## src/rtl/control_sequencer_if.sv

```systemverilog
`default_nettype none
// ============================================================================
// Module      : control_sequencer_if
// Description : Bundle of every signal between the control sequencer and the
//               datapath/memory side.
//               Inputs to the sequencer : ir, run, mem_ready, cond_true
//               Outputs of the sequencer: register load strobes, memory and
//               register-file controls, alu_control, phase, halted, fault,
//               retired.
//               master = sequencer side, slave = datapath/memory side.
// Revision    : 1.0 - initial release
// ============================================================================
interface control_sequencer_if #(
  parameter int IR_W  = 32,
  parameter int CNT_W = 16
);
  logic [IR_W-1:0]  ir;
  logic             run;
  logic             mem_ready;
  logic             cond_true;

  logic             ir_enable;
  logic             pc_enable;
  logic             ra_enable;
  logic             rb_enable;
  logic             rz_enable;
  logic             rm_enable;
  logic             ry_enable;
  logic             mem_read;
  logic             mem_write;
  logic             rf_write;
  logic             mb_select;
  logic [3:0]       alu_control;
  logic [2:0]       phase;
  logic             halted;
  logic             fault;
  logic [CNT_W-1:0] retired;

  modport master (
    input  ir, run, mem_ready, cond_true,
    output ir_enable, pc_enable, ra_enable, rb_enable, rz_enable, rm_enable,
           ry_enable, mem_read, mem_write, rf_write, mb_select, alu_control,
           phase, halted, fault, retired
  );

  modport slave (
    output ir, run, mem_ready, cond_true,
    input  ir_enable, pc_enable, ra_enable, rb_enable, rz_enable, rm_enable,
           ry_enable, mem_read, mem_write, rf_write, mb_select, alu_control,
           phase, halted, fault, retired
  );
endinterface
`default_nettype wire

```

## src/rtl/control_sequencer.sv

```systemverilog
`default_nettype none
// ============================================================================
// Module      : control_sequencer
// Description : Multi-cycle processor control FSM. Walks each instruction
//               through FETCH, DECODE, EXEC, optional MEM and WB, drives the
//               datapath load strobes, guards memory handshakes with a wait
//               timeout, and counts retired instructions.
// Ports       : clock - system clock, rising edge
//               nRst  - asynchronous active-low reset
//               bus   - control_sequencer_if.master (instruction, handshake,
//                       strobes, status)
// Revision    : 1.0 - initial release
// ============================================================================
module control_sequencer #(
  parameter int IR_W     = 32,
  parameter int CNT_W    = 16,
  parameter int WAIT_MAX = 15
) (
  input  logic                clock,
  input  logic                nRst,
  control_sequencer_if.master bus
);

  localparam logic [2:0] c_IDLE   = 3'd0;
  localparam logic [2:0] c_FETCH  = 3'd1;
  localparam logic [2:0] c_DECODE = 3'd2;
  localparam logic [2:0] c_EXEC   = 3'd3;
  localparam logic [2:0] c_MEM    = 3'd4;
  localparam logic [2:0] c_WB     = 3'd5;
  localparam logic [2:0] c_HALT   = 3'd6;

  localparam logic [7:0] c_WAIT_MAX = 8'(WAIT_MAX);

  logic [2:0]       r_state;
  logic [2:0]       w_next_state;
  logic [7:0]       r_wait;
  logic             r_fault;
  logic [CNT_W-1:0] r_retired;

  logic             w_fault_set;
  logic             w_retire;
  logic             w_wait_state;
  logic             w_enter_wait_state;
  logic             w_wait_expired;

  logic [4:0]       w_opcode;
  logic [4:0]       w_imm_alu;
  logic             w_is_load;
  logic             w_is_store;
  logic             w_is_alu_reg;
  logic             w_is_alu_imm;
  logic             w_is_branch;
  logic             w_is_halt;
  logic             w_is_nop;
  logic             w_unused_bits;

  // --------------------------------------------------------------------------
  // Opcode classification
  // --------------------------------------------------------------------------
  assign w_opcode     = bus.ir[IR_W-1 -: 5];
  assign w_is_load    = (w_opcode == 5'b00000) || (w_opcode == 5'b00001);
  assign w_is_store   = (w_opcode == 5'b00010);
  assign w_is_alu_reg = (w_opcode >= 5'b00011) && (w_opcode <= 5'b01011);
  assign w_is_alu_imm = (w_opcode >= 5'b01100) && (w_opcode <= 5'b01110);
  assign w_is_branch  = (w_opcode == 5'b10011);
  assign w_is_halt    = (w_opcode == 5'b11011);
  assign w_is_nop     = (w_opcode == 5'b11010);
  // Immediate ALU ops 12..14 map onto ALU codes 3..5.
  assign w_imm_alu    = w_opcode - 5'd9;

  assign w_unused_bits = w_imm_alu[4] ^ (^bus.ir[IR_W-6:0]);

  // --------------------------------------------------------------------------
  // Memory wait tracking: the counter restarts on every entry into a state
  // that waits on mem_ready and advances on every stalled cycle there.
  // --------------------------------------------------------------------------
  assign w_wait_state       = (r_state == c_FETCH) || (r_state == c_MEM);
  assign w_enter_wait_state = (w_next_state != r_state) &&
                              ((w_next_state == c_FETCH) || (w_next_state == c_MEM));
  assign w_wait_expired     = (r_wait == c_WAIT_MAX);

  // --------------------------------------------------------------------------
  // State register and status registers
  // --------------------------------------------------------------------------
  always_ff @(posedge clock or negedge nRst) begin
    if (!nRst) begin
      r_state   <= c_IDLE;
      r_wait    <= 8'd0;
      r_fault   <= 1'b0;
      r_retired <= '0;
    end else begin
      r_state <= w_next_state;
      if (w_enter_wait_state) begin
        r_wait <= 8'd0;
      end else if (w_wait_state && !bus.mem_ready && !w_wait_expired) begin
        r_wait <= r_wait + 8'd1;
      end
      if (w_fault_set) begin
        r_fault <= 1'b1;
      end
      if (w_retire) begin
        r_retired <= r_retired + CNT_W'(1);
      end
    end
  end

  // --------------------------------------------------------------------------
  // Next-state logic
  // --------------------------------------------------------------------------
  always_comb begin
    w_next_state = r_state;
    w_fault_set  = 1'b0;
    w_retire     = 1'b0;
    case (r_state)
      c_IDLE: begin
        if (bus.run) w_next_state = c_FETCH;
      end
      c_FETCH: begin
        if (bus.mem_ready) begin
          w_next_state = c_DECODE;
        end else if (w_wait_expired) begin
          w_next_state = c_HALT;
          w_fault_set  = 1'b1;
        end
      end
      c_DECODE: begin
        w_next_state = c_EXEC;
      end
      c_EXEC: begin
        if (w_is_load || w_is_store) begin
          w_next_state = c_MEM;
        end else if (w_is_alu_reg || w_is_alu_imm) begin
          w_next_state = c_WB;
        end else if (w_is_branch || w_is_nop) begin
          w_next_state = c_FETCH;
          w_retire     = 1'b1;
        end else if (w_is_halt) begin
          w_next_state = c_HALT;
        end else begin
          w_next_state = c_HALT;
          w_fault_set  = 1'b1;
        end
      end
      c_MEM: begin
        if (bus.mem_ready) begin
          if (w_is_load) begin
            w_next_state = c_WB;
          end else begin
            w_next_state = c_FETCH;
            w_retire     = 1'b1;
          end
        end else if (w_wait_expired) begin
          w_next_state = c_HALT;
          w_fault_set  = 1'b1;
        end
      end
      c_WB: begin
        w_next_state = c_FETCH;
        w_retire     = 1'b1;
      end
      c_HALT: begin
        // A faulted sequencer can only be recovered by reset.
        if (bus.run && !r_fault) w_next_state = c_FETCH;
      end
      default: begin
        w_next_state = c_HALT;
        w_fault_set  = 1'b1;
      end
    endcase
  end

  // --------------------------------------------------------------------------
  // Output decode
  // --------------------------------------------------------------------------
  always_comb begin
    bus.ir_enable   = 1'b0;
    bus.pc_enable   = 1'b0;
    bus.ra_enable   = 1'b0;
    bus.rb_enable   = 1'b0;
    bus.rz_enable   = 1'b0;
    bus.rm_enable   = 1'b0;
    bus.ry_enable   = 1'b0;
    bus.mem_read    = 1'b0;
    bus.mem_write   = 1'b0;
    bus.rf_write    = 1'b0;
    bus.mb_select   = 1'b0;
    bus.alu_control = 4'd0;
    case (r_state)
      c_FETCH: begin
        bus.mem_read = 1'b1;
        if (bus.mem_ready) begin
          bus.ir_enable = 1'b1;
          bus.pc_enable = 1'b1;
        end
      end
      c_DECODE: begin
        bus.ra_enable = 1'b1;
        bus.rb_enable = 1'b1;
      end
      c_EXEC: begin
        bus.rz_enable = 1'b1;
        bus.mb_select = w_is_load || w_is_store || w_is_alu_imm;
        bus.pc_enable = w_is_branch && bus.cond_true;
        if (w_is_alu_reg) begin
          bus.alu_control = w_opcode[3:0];
        end else if (w_is_alu_imm) begin
          bus.alu_control = w_imm_alu[3:0];
        end
      end
      c_MEM: begin
        // The wait counter is zero only in the first MEM cycle.
        bus.rm_enable = (r_wait == 8'd0);
        if (w_is_load) begin
          bus.mem_read  = 1'b1;
          bus.ry_enable = bus.mem_ready;
        end else begin
          bus.mem_write = 1'b1;
        end
      end
      c_WB: begin
        bus.rf_write = 1'b1;
      end
      default: begin
      end
    endcase
  end

  assign bus.phase   = r_state;
  assign bus.halted  = (r_state == c_HALT);
  assign bus.fault   = r_fault;
  assign bus.retired = r_retired;

endmodule
`default_nettype wire

```

## src/flat_wrapper.sv

```systemverilog
// flat-port wrapper written by rule: the top's interface ports become plain ports
module control_sequencer_flat 
#(
  parameter int IR_W     = 32,
  parameter int CNT_W    = 16,
  parameter int WAIT_MAX = 15
)
  (clock, nRst, bus_ir, bus_run, bus_mem_ready, bus_cond_true, bus_ir_enable, bus_pc_enable, bus_ra_enable, bus_rb_enable, bus_rz_enable, bus_rm_enable, bus_ry_enable, bus_mem_read, bus_mem_write, bus_rf_write, bus_mb_select, bus_alu_control, bus_phase, bus_halted, bus_fault, bus_retired);
  control_sequencer_if #(.IR_W(IR_W), .CNT_W(CNT_W)) bus_i ();
  input  logic clock;
  input  logic nRst;
  input wire logic [$bits(bus_i.ir)-1:0] bus_ir;
  input wire logic [$bits(bus_i.run)-1:0] bus_run;
  input wire logic [$bits(bus_i.mem_ready)-1:0] bus_mem_ready;
  input wire logic [$bits(bus_i.cond_true)-1:0] bus_cond_true;
  output wire logic [$bits(bus_i.ir_enable)-1:0] bus_ir_enable;
  output wire logic [$bits(bus_i.pc_enable)-1:0] bus_pc_enable;
  output wire logic [$bits(bus_i.ra_enable)-1:0] bus_ra_enable;
  output wire logic [$bits(bus_i.rb_enable)-1:0] bus_rb_enable;
  output wire logic [$bits(bus_i.rz_enable)-1:0] bus_rz_enable;
  output wire logic [$bits(bus_i.rm_enable)-1:0] bus_rm_enable;
  output wire logic [$bits(bus_i.ry_enable)-1:0] bus_ry_enable;
  output wire logic [$bits(bus_i.mem_read)-1:0] bus_mem_read;
  output wire logic [$bits(bus_i.mem_write)-1:0] bus_mem_write;
  output wire logic [$bits(bus_i.rf_write)-1:0] bus_rf_write;
  output wire logic [$bits(bus_i.mb_select)-1:0] bus_mb_select;
  output wire logic [$bits(bus_i.alu_control)-1:0] bus_alu_control;
  output wire logic [$bits(bus_i.phase)-1:0] bus_phase;
  output wire logic [$bits(bus_i.halted)-1:0] bus_halted;
  output wire logic [$bits(bus_i.fault)-1:0] bus_fault;
  output wire logic [$bits(bus_i.retired)-1:0] bus_retired;
  assign bus_i.ir = bus_ir;
  assign bus_i.run = bus_run;
  assign bus_i.mem_ready = bus_mem_ready;
  assign bus_i.cond_true = bus_cond_true;
  assign bus_ir_enable = bus_i.ir_enable;
  assign bus_pc_enable = bus_i.pc_enable;
  assign bus_ra_enable = bus_i.ra_enable;
  assign bus_rb_enable = bus_i.rb_enable;
  assign bus_rz_enable = bus_i.rz_enable;
  assign bus_rm_enable = bus_i.rm_enable;
  assign bus_ry_enable = bus_i.ry_enable;
  assign bus_mem_read = bus_i.mem_read;
  assign bus_mem_write = bus_i.mem_write;
  assign bus_rf_write = bus_i.rf_write;
  assign bus_mb_select = bus_i.mb_select;
  assign bus_alu_control = bus_i.alu_control;
  assign bus_phase = bus_i.phase;
  assign bus_halted = bus_i.halted;
  assign bus_fault = bus_i.fault;
  assign bus_retired = bus_i.retired;
  control_sequencer #(.IR_W(IR_W), .CNT_W(CNT_W), .WAIT_MAX(WAIT_MAX)) u_core (.clock(clock), .nRst(nRst), .bus(bus_i));
endmodule
```

## config.mk

```make
export PLATFORM = sky130hd
export DESIGN_NAME = control_sequencer_flat
export DESIGN_NICKNAME = d
export VERILOG_FILES = /design/src/rtl/control_sequencer_if.sv /design/src/rtl/control_sequencer.sv /design/src/flat_wrapper.sv
export SDC_FILE = /design/constraint.sdc
export NUM_CORES = 1
export LEC_CHECK = 0
export BUFFER_PORTS_ARGS = -buffer_cell sky130_fd_sc_hd__buf_2
export CAP_MARGIN = 10
export CORE_ASPECT_RATIO = 0.9
export CORE_MARGIN = 3
export CORE_UTILIZATION = 53
export CTS_CLUSTER_SIZE = 40
export DETAILED_ROUTE_END_ITERATION = 16
export GPL_ROUTABILITY_DRIVEN = 0
export PLACE_DENSITY = 0.89
export SYNTH_ARGS = -nofsm -noshare
export SYNTH_HDL_FRONTEND = slang
export SYNTH_SLANG_ARGS = --single-unit
export TNS_END_PERCENT = 50
```

## constraint.sdc

```tcl
create_clock -name clock -period 3.4 [get_ports clock]
set_input_delay 0.34 -clock clock [delete_from_list [all_inputs] [get_ports clock]]
set_output_delay 0.34 -clock clock [all_outputs]
set_load 0.02 [all_outputs]
```

---- Yosys cells after proc, flatten, opt, wreduce, memory -nomap -nowiden ----
Cells that the tools add are included.
operators by class
  $add $sub $neg .......................... 3
  order comparisons ....................... 4
  equal/unequal tests ..................... 15
  multiplexer cells ....................... 41
  reductions and logical operators ........ 23
operators with widths
  kind                                                                count
  two-way mux 3 bit                                                   9
  two-way mux 1 bit                                                   22
  one-hot mux 3 bit (7 select lines)                                  1
  adder 16 x 1 -> 16 bit (second input constant)                      1
  two-way mux 8 bit                                                   2
  == test 5 bit (second input constant)                               3
  == test 3 bit (second input constant)                               4
  two-way mux 4 bit                                                   3
  less-or-equal comparator 5 x 4 -> 1 bit (second input constant)     2
  adder 8 x 1 -> 8 bit (second input constant)                        1
  == test 8 x 4 -> 1 bit (second input constant)                      1
  logical NOT 8 bit                                                   1
  logical AND 1 bit                                                   7
  logical OR 1 bit                                                    7
  == test 3 x 1 -> 1 bit (second input constant)                      2
  == test 3 x 2 -> 1 bit (second input constant)                      2
  one-hot mux 1 bit (3 select lines)                                  2
  == test 5 x 1 -> 1 bit (second input constant)                      1
  == test 5 x 2 -> 1 bit (second input constant)                      1
  greater-or-equal comparator 5 x 2 -> 1 bit (second input constant)  1
  greater-or-equal comparator 5 x 4 -> 1 bit (second input constant)  1
  logical NOT 5 bit                                                   1
  one-hot mux 1 bit (2 select lines)                                  2
  OR reduction 4 bit                                                  1
  other kinds (6)                                                     8
storage, ports and cells
  register bits after elaboration ......... 28
  input bits .............................. 37
  word-level logic and storage cells ...... 90

---- Longest topological paths before layout ----
  depth after elaboration ................. 10
  mapped depth ............................ 9
  mapped depth without buffers ............ 8

---- Least setup slack after synthesis ----
OpenSTA, ideal clock, no wires.
  path kind ............................... reg-to-reg
  from .................................... register u_core.r_state[2], in the netlist u_core.bus.phase[2]
  to ...................................... register u_core.r_wait[0]
  arrival ................................. 2.096 ns
  data required time ...................... 3.275 ns
  setup slack ............................. 1.179 ns
  stages on the path, launching flop included .. 10
  buffers on the path ..................... 1
  clock period less this slack ............ 2.221 ns
  path through ............................ dfrtp_1 buf_4 inv_1 nand3_1 inv_1 o41ai_1 a31o_2 a2111o_1 a21oi_4 nor2_1
between the ends
  cells in the longest elaborated chain, start to end .. 7
RTL lines
  item                                                     RTL line                                            text
  start, declared                                          control_sequencer.sv:34                             logic [2:0] r_state;
  start signal, assigned                                   control_sequencer.sv:87                             r_state <= c_IDLE;
  start signal, assigned                                   control_sequencer.sv:92                             r_state <= w_next_state;
  two-way mux 3 bit                                        control_sequencer.sv:121, control_sequencer.sv:152
  two-way mux 3 bit, on equally long branches              control_sequencer.sv:145, control_sequencer.sv:119
  one-hot mux 3 bit (7 select lines)                       control_sequencer.sv:114                            case (r_state)
  == test 3 x 1 -> 1 bit or == test 3 bit (tied branches)  control_sequencer.sv:79                             ((w_next_state == c_FETCH) || (w_next_state == c_MEM));
  logical OR 1 bit                                         control_sequencer.sv:79
  logical AND 1 bit                                        control_sequencer.sv:78                             assign w_enter_wait_state = (w_next_state != r_state) &&
  two-way mux 8 bit or nonzero test 2 bit (tied branches)  n/a
  end signal, assigned                                     control_sequencer.sv:96                             r_wait <= r_wait + 8'd1;
  end, declared                                            control_sequencer.sv:36                             logic [7:0] r_wait;
Parallel ways exist; a longest one is shown, timed or not.
A chain may end at the register's enable or synchronous reset.

---- Worst setup path after layout ----
  from .................................... register u_core.r_state[1], in the netlist u_core.bus.phase[1]
  to ...................................... register u_core.r_wait[7]
The elaborated chain is that of the path after synthesis.

==> metrics.yaml <==
outcome: "finished, final reports clean"
worst-r2r-cell-count: 7
total_placed_cells_including_tap_cells: 285
synth-edff-count: 0
critPathKind: "reg2reg"
finalSetupTns_ps: 0
cap_viol_max_count: 0
cts_tree: "yes"
yosysUniqueCellTypes: 57
critical_path.max_fanout: 15
fp.dieH_um: 63.18
antenna_found_initial: 0
crit_end: "u_core.r_wait[7]"
areaGrowthSynthToFinish_pct: 14.49
cts_sinks: 28
ys_async_sr_fraction: 1.000
start_util: 0.5617
wl_per_cell_um: 14.06
post-route-drc-count: 0
postRouteAntennaNets: 0
syn_area_per_cell_um2: 9.486
ctsLongestPathBuffers: 2
detail_route.vias_per_cell: 5.626
clkTransAtPathRegs_ps: 90
fin_nets: 291
final_layout_size_suffix_gt1_frac: 0.2653
synth_cells: 203
drt_first_pass_iters: 4
global_route.usage.total: 0.1876
critPathLaunch: "u_core.bus.phase[1]"
grt_start_max_net_pins: 29
dr_total_vias: 1626
rsz0062_at_grt: "no"
share_of_the_cycle_needed_by_the_critical_path_after_routing: 0.6671
regToRegEndpoint: "u_core.r_wait[7]"
vdd_drop_max_uv: 467.2
vias_in_the_first_global_route: 1553
dominant_register_cell_in_the_synthesized_netlist: "sky130_fd_sc_hd__dfrtp_1"
num_io_pins: 73
p_leak_uw: 0.001110
number_of_buffers_created_by_cts: 3
holdBufCountCts: 0
crit_path_end_kind: "register"
finalWorstPathRequiredPeriod_ps: 2268
number_of_synthesized_register_bits: 28
finalClockSkew_ps: 2.098
power-per-cell-area_nw_per_um2: 635.0
critical_path.startpoint_type: "register"
synthesis.nets: 248
cts-resized-gates: 0
totalWireLength_mm: 4.063
remaining_global_route_overflow: 0
worstMarginPinSlew_ps: 594.6
grt_first_pass_wirelength_mm: 6.906
dr.first_iter.drc_count: 70
ctsRootBufferMaster: "sky130_fd_sc_hd__clkbuf_8"
std_cell_rows: 20
finalHoldViolations: 0
crit_arrival_ps: 2420
netlist_area_um2: 1926
fmax_mhz: 440.9
slew_headroom: 0.6036
finalNonFillerCells: 289
synth-warning-count: 0
dieWidth_um: 69.54
dp_hpwl_mm: 3.112
insertedDiodeCount: 0
maxSlewViolCount: 0
hold_class: "in2async"
yosysSeqAreaShare: 0.3639
critical_path_required_ps: 3560
dieArea_um2: 4393
clock_latency_ps: 270
worst_flop_to_flop_path_startpoint: "u_core.bus.phase[1]"
htreeDepth: 1
area_of_the_core_region_um2: 3428
timing.final.setup_violations: 0
cts_setup_buffers: 0
port_buffers: 45
setup.reg_to_reg.worst_slack_ps: 1130
hold-worst-slack_ps: 65.90
## through the flow
stage / util / worst slack, ps / instance area (um2) / power (uW)
floorplan: - / 1179 / 1926 / 1051
global placement: 0.6270 / 914.5 / 2150 / 1182
detailed placement: 0.6270 / 886.9 / 2150 / 1203
CTS: 0.6431 / 1143 / 2205 / 1403
global route: 0.6431 / 952.9 / 2205 / 1503
finish: 0.6431 / 1132 / 2205 / 1400
## sequential cells by signal, summed over array words and instances, names as in the netlist
| signal | cells |
|---|---|
| u_core.bus.fault | 1 |
| u_core.bus.phase | 3 |
| u_core.bus.retired | 16 |
| u_core.r_wait | 8 |
## cells in the final DEF, fill, tap and decap left out, drive strengths merged, types with 2 or more instances in the layout
cell     instances
nand4            2
or4              2
ha               8
a2111o           2
o21ai            3
clkbuf           4
a21oi            8
buf             46
mux2             2
nor3b            6
a211oi           2
inv              8
nor2            21
dfrtp           28
nand3           11
nor3            11
nor2b            4
nor4b            2
o2111ai          2
nand2           13
or3              3
nand2b           5
xor2            18
xnor2            6
and2             4
nand4b           3
and3             3
## area by class of cell
| type | instances | area, um2 |
|---|---|---|
| inverter | 8 | 30.03 |
| multi-input combinational | 159 | 1131 |
| tap | 44 | 55.05 |
| timing repair buffer | 46 | 232.7 |
| sequential | 28 | 700.7 |
| fill | 290 | 1224 |
| clock buffer | 4 | 55.05 |
## cells in the mapped netlist, types with 4 or more instances
cell type | instances | area, um2
sky130_fd_sc_hd__xor2_1 | 18 | 157.7
sky130_fd_sc_hd__buf_4 | 4 | 30.03
sky130_fd_sc_hd__nor3b_1 | 6 | 45.04
sky130_fd_sc_hd__and2_1 | 4 | 25.02
sky130_fd_sc_hd__ha_1 | 8 | 100.1
sky130_fd_sc_hd__nor2_1 | 20 | 75.07
sky130_fd_sc_hd__xnor2_1 | 6 | 52.55
sky130_fd_sc_hd__a21oi_1 | 7 | 35.03
sky130_fd_sc_hd__nand2b_1 | 5 | 31.28
sky130_fd_sc_hd__nor3_1 | 11 | 55.05
sky130_fd_sc_hd__dfrtp_1 | 28 | 700.7
sky130_fd_sc_hd__nor2b_1 | 4 | 25.02
sky130_fd_sc_hd__nand3_1 | 10 | 50.05
sky130_fd_sc_hd__inv_1 | 8 | 30.03
sky130_fd_sc_hd__nand2_1 | 13 | 48.80
## cell families (layout without fill, tap and decap cells)
logic type / count (synthesis) / count (layout) / share of synthesized area
fa+ha+maj: 8 / 8 / 0.05198
flops: 28 / 28 / 0.3639
compound gates: 31 / 31 / 0.1436
buf+inv: 16 / 58 / 0.04873
simple gates: 94 / 94 / 0.2710
mux: 2 / 2 / 0.01170
xor+xnor: 24 / 24 / 0.1092
## worst max-delay path, stage by stage, from the launching register on
cell and delay (ps):
sky130_fd_sc_hd__dfrtp_1 640, sky130_fd_sc_hd__nand3_1 210, sky130_fd_sc_hd__inv_1 140, sky130_fd_sc_hd__o41ai_1 90
sky130_fd_sc_hd__a31o_2 260, sky130_fd_sc_hd__a2111o_1 460, sky130_fd_sc_hd__a21oi_4 270, sky130_fd_sc_hd__nor2_1 80
## where the power goes
group / switching [uW] / leakage, uW / total [uW] / internal, uW
sequential: 114 / 0.000371 / 504 / 390
clock: 97.5 / 0.0000288 / 201 / 103
combinational: 423 / 0.000710 / 695 / 273
## how the worst min path moves through the flow
stage                     start               end  depth (start not counted)
after detailed placement   nRst  u_core.r_wait[3]                          1
final                      nRst  u_core.r_wait[3]                          1
after global routing       nRst  u_core.bus.fault                          1
after floorplan            nRst  u_core.bus.fault                          0
after global placement     nRst  u_core.r_wait[3]                          1
after CTS                  nRst  u_core.bus.fault                          1
## layer usage
metal	up-vias	global-route usage	wire length (um)
met5	-	0	0
li1	805	-	-
met1	765	0.2510	1925
met4	0	0.04634	24
met2	50	0.3238	1898
met3	6	0.02233	215
Note: power is estimated with default switching activity, not from simulation.
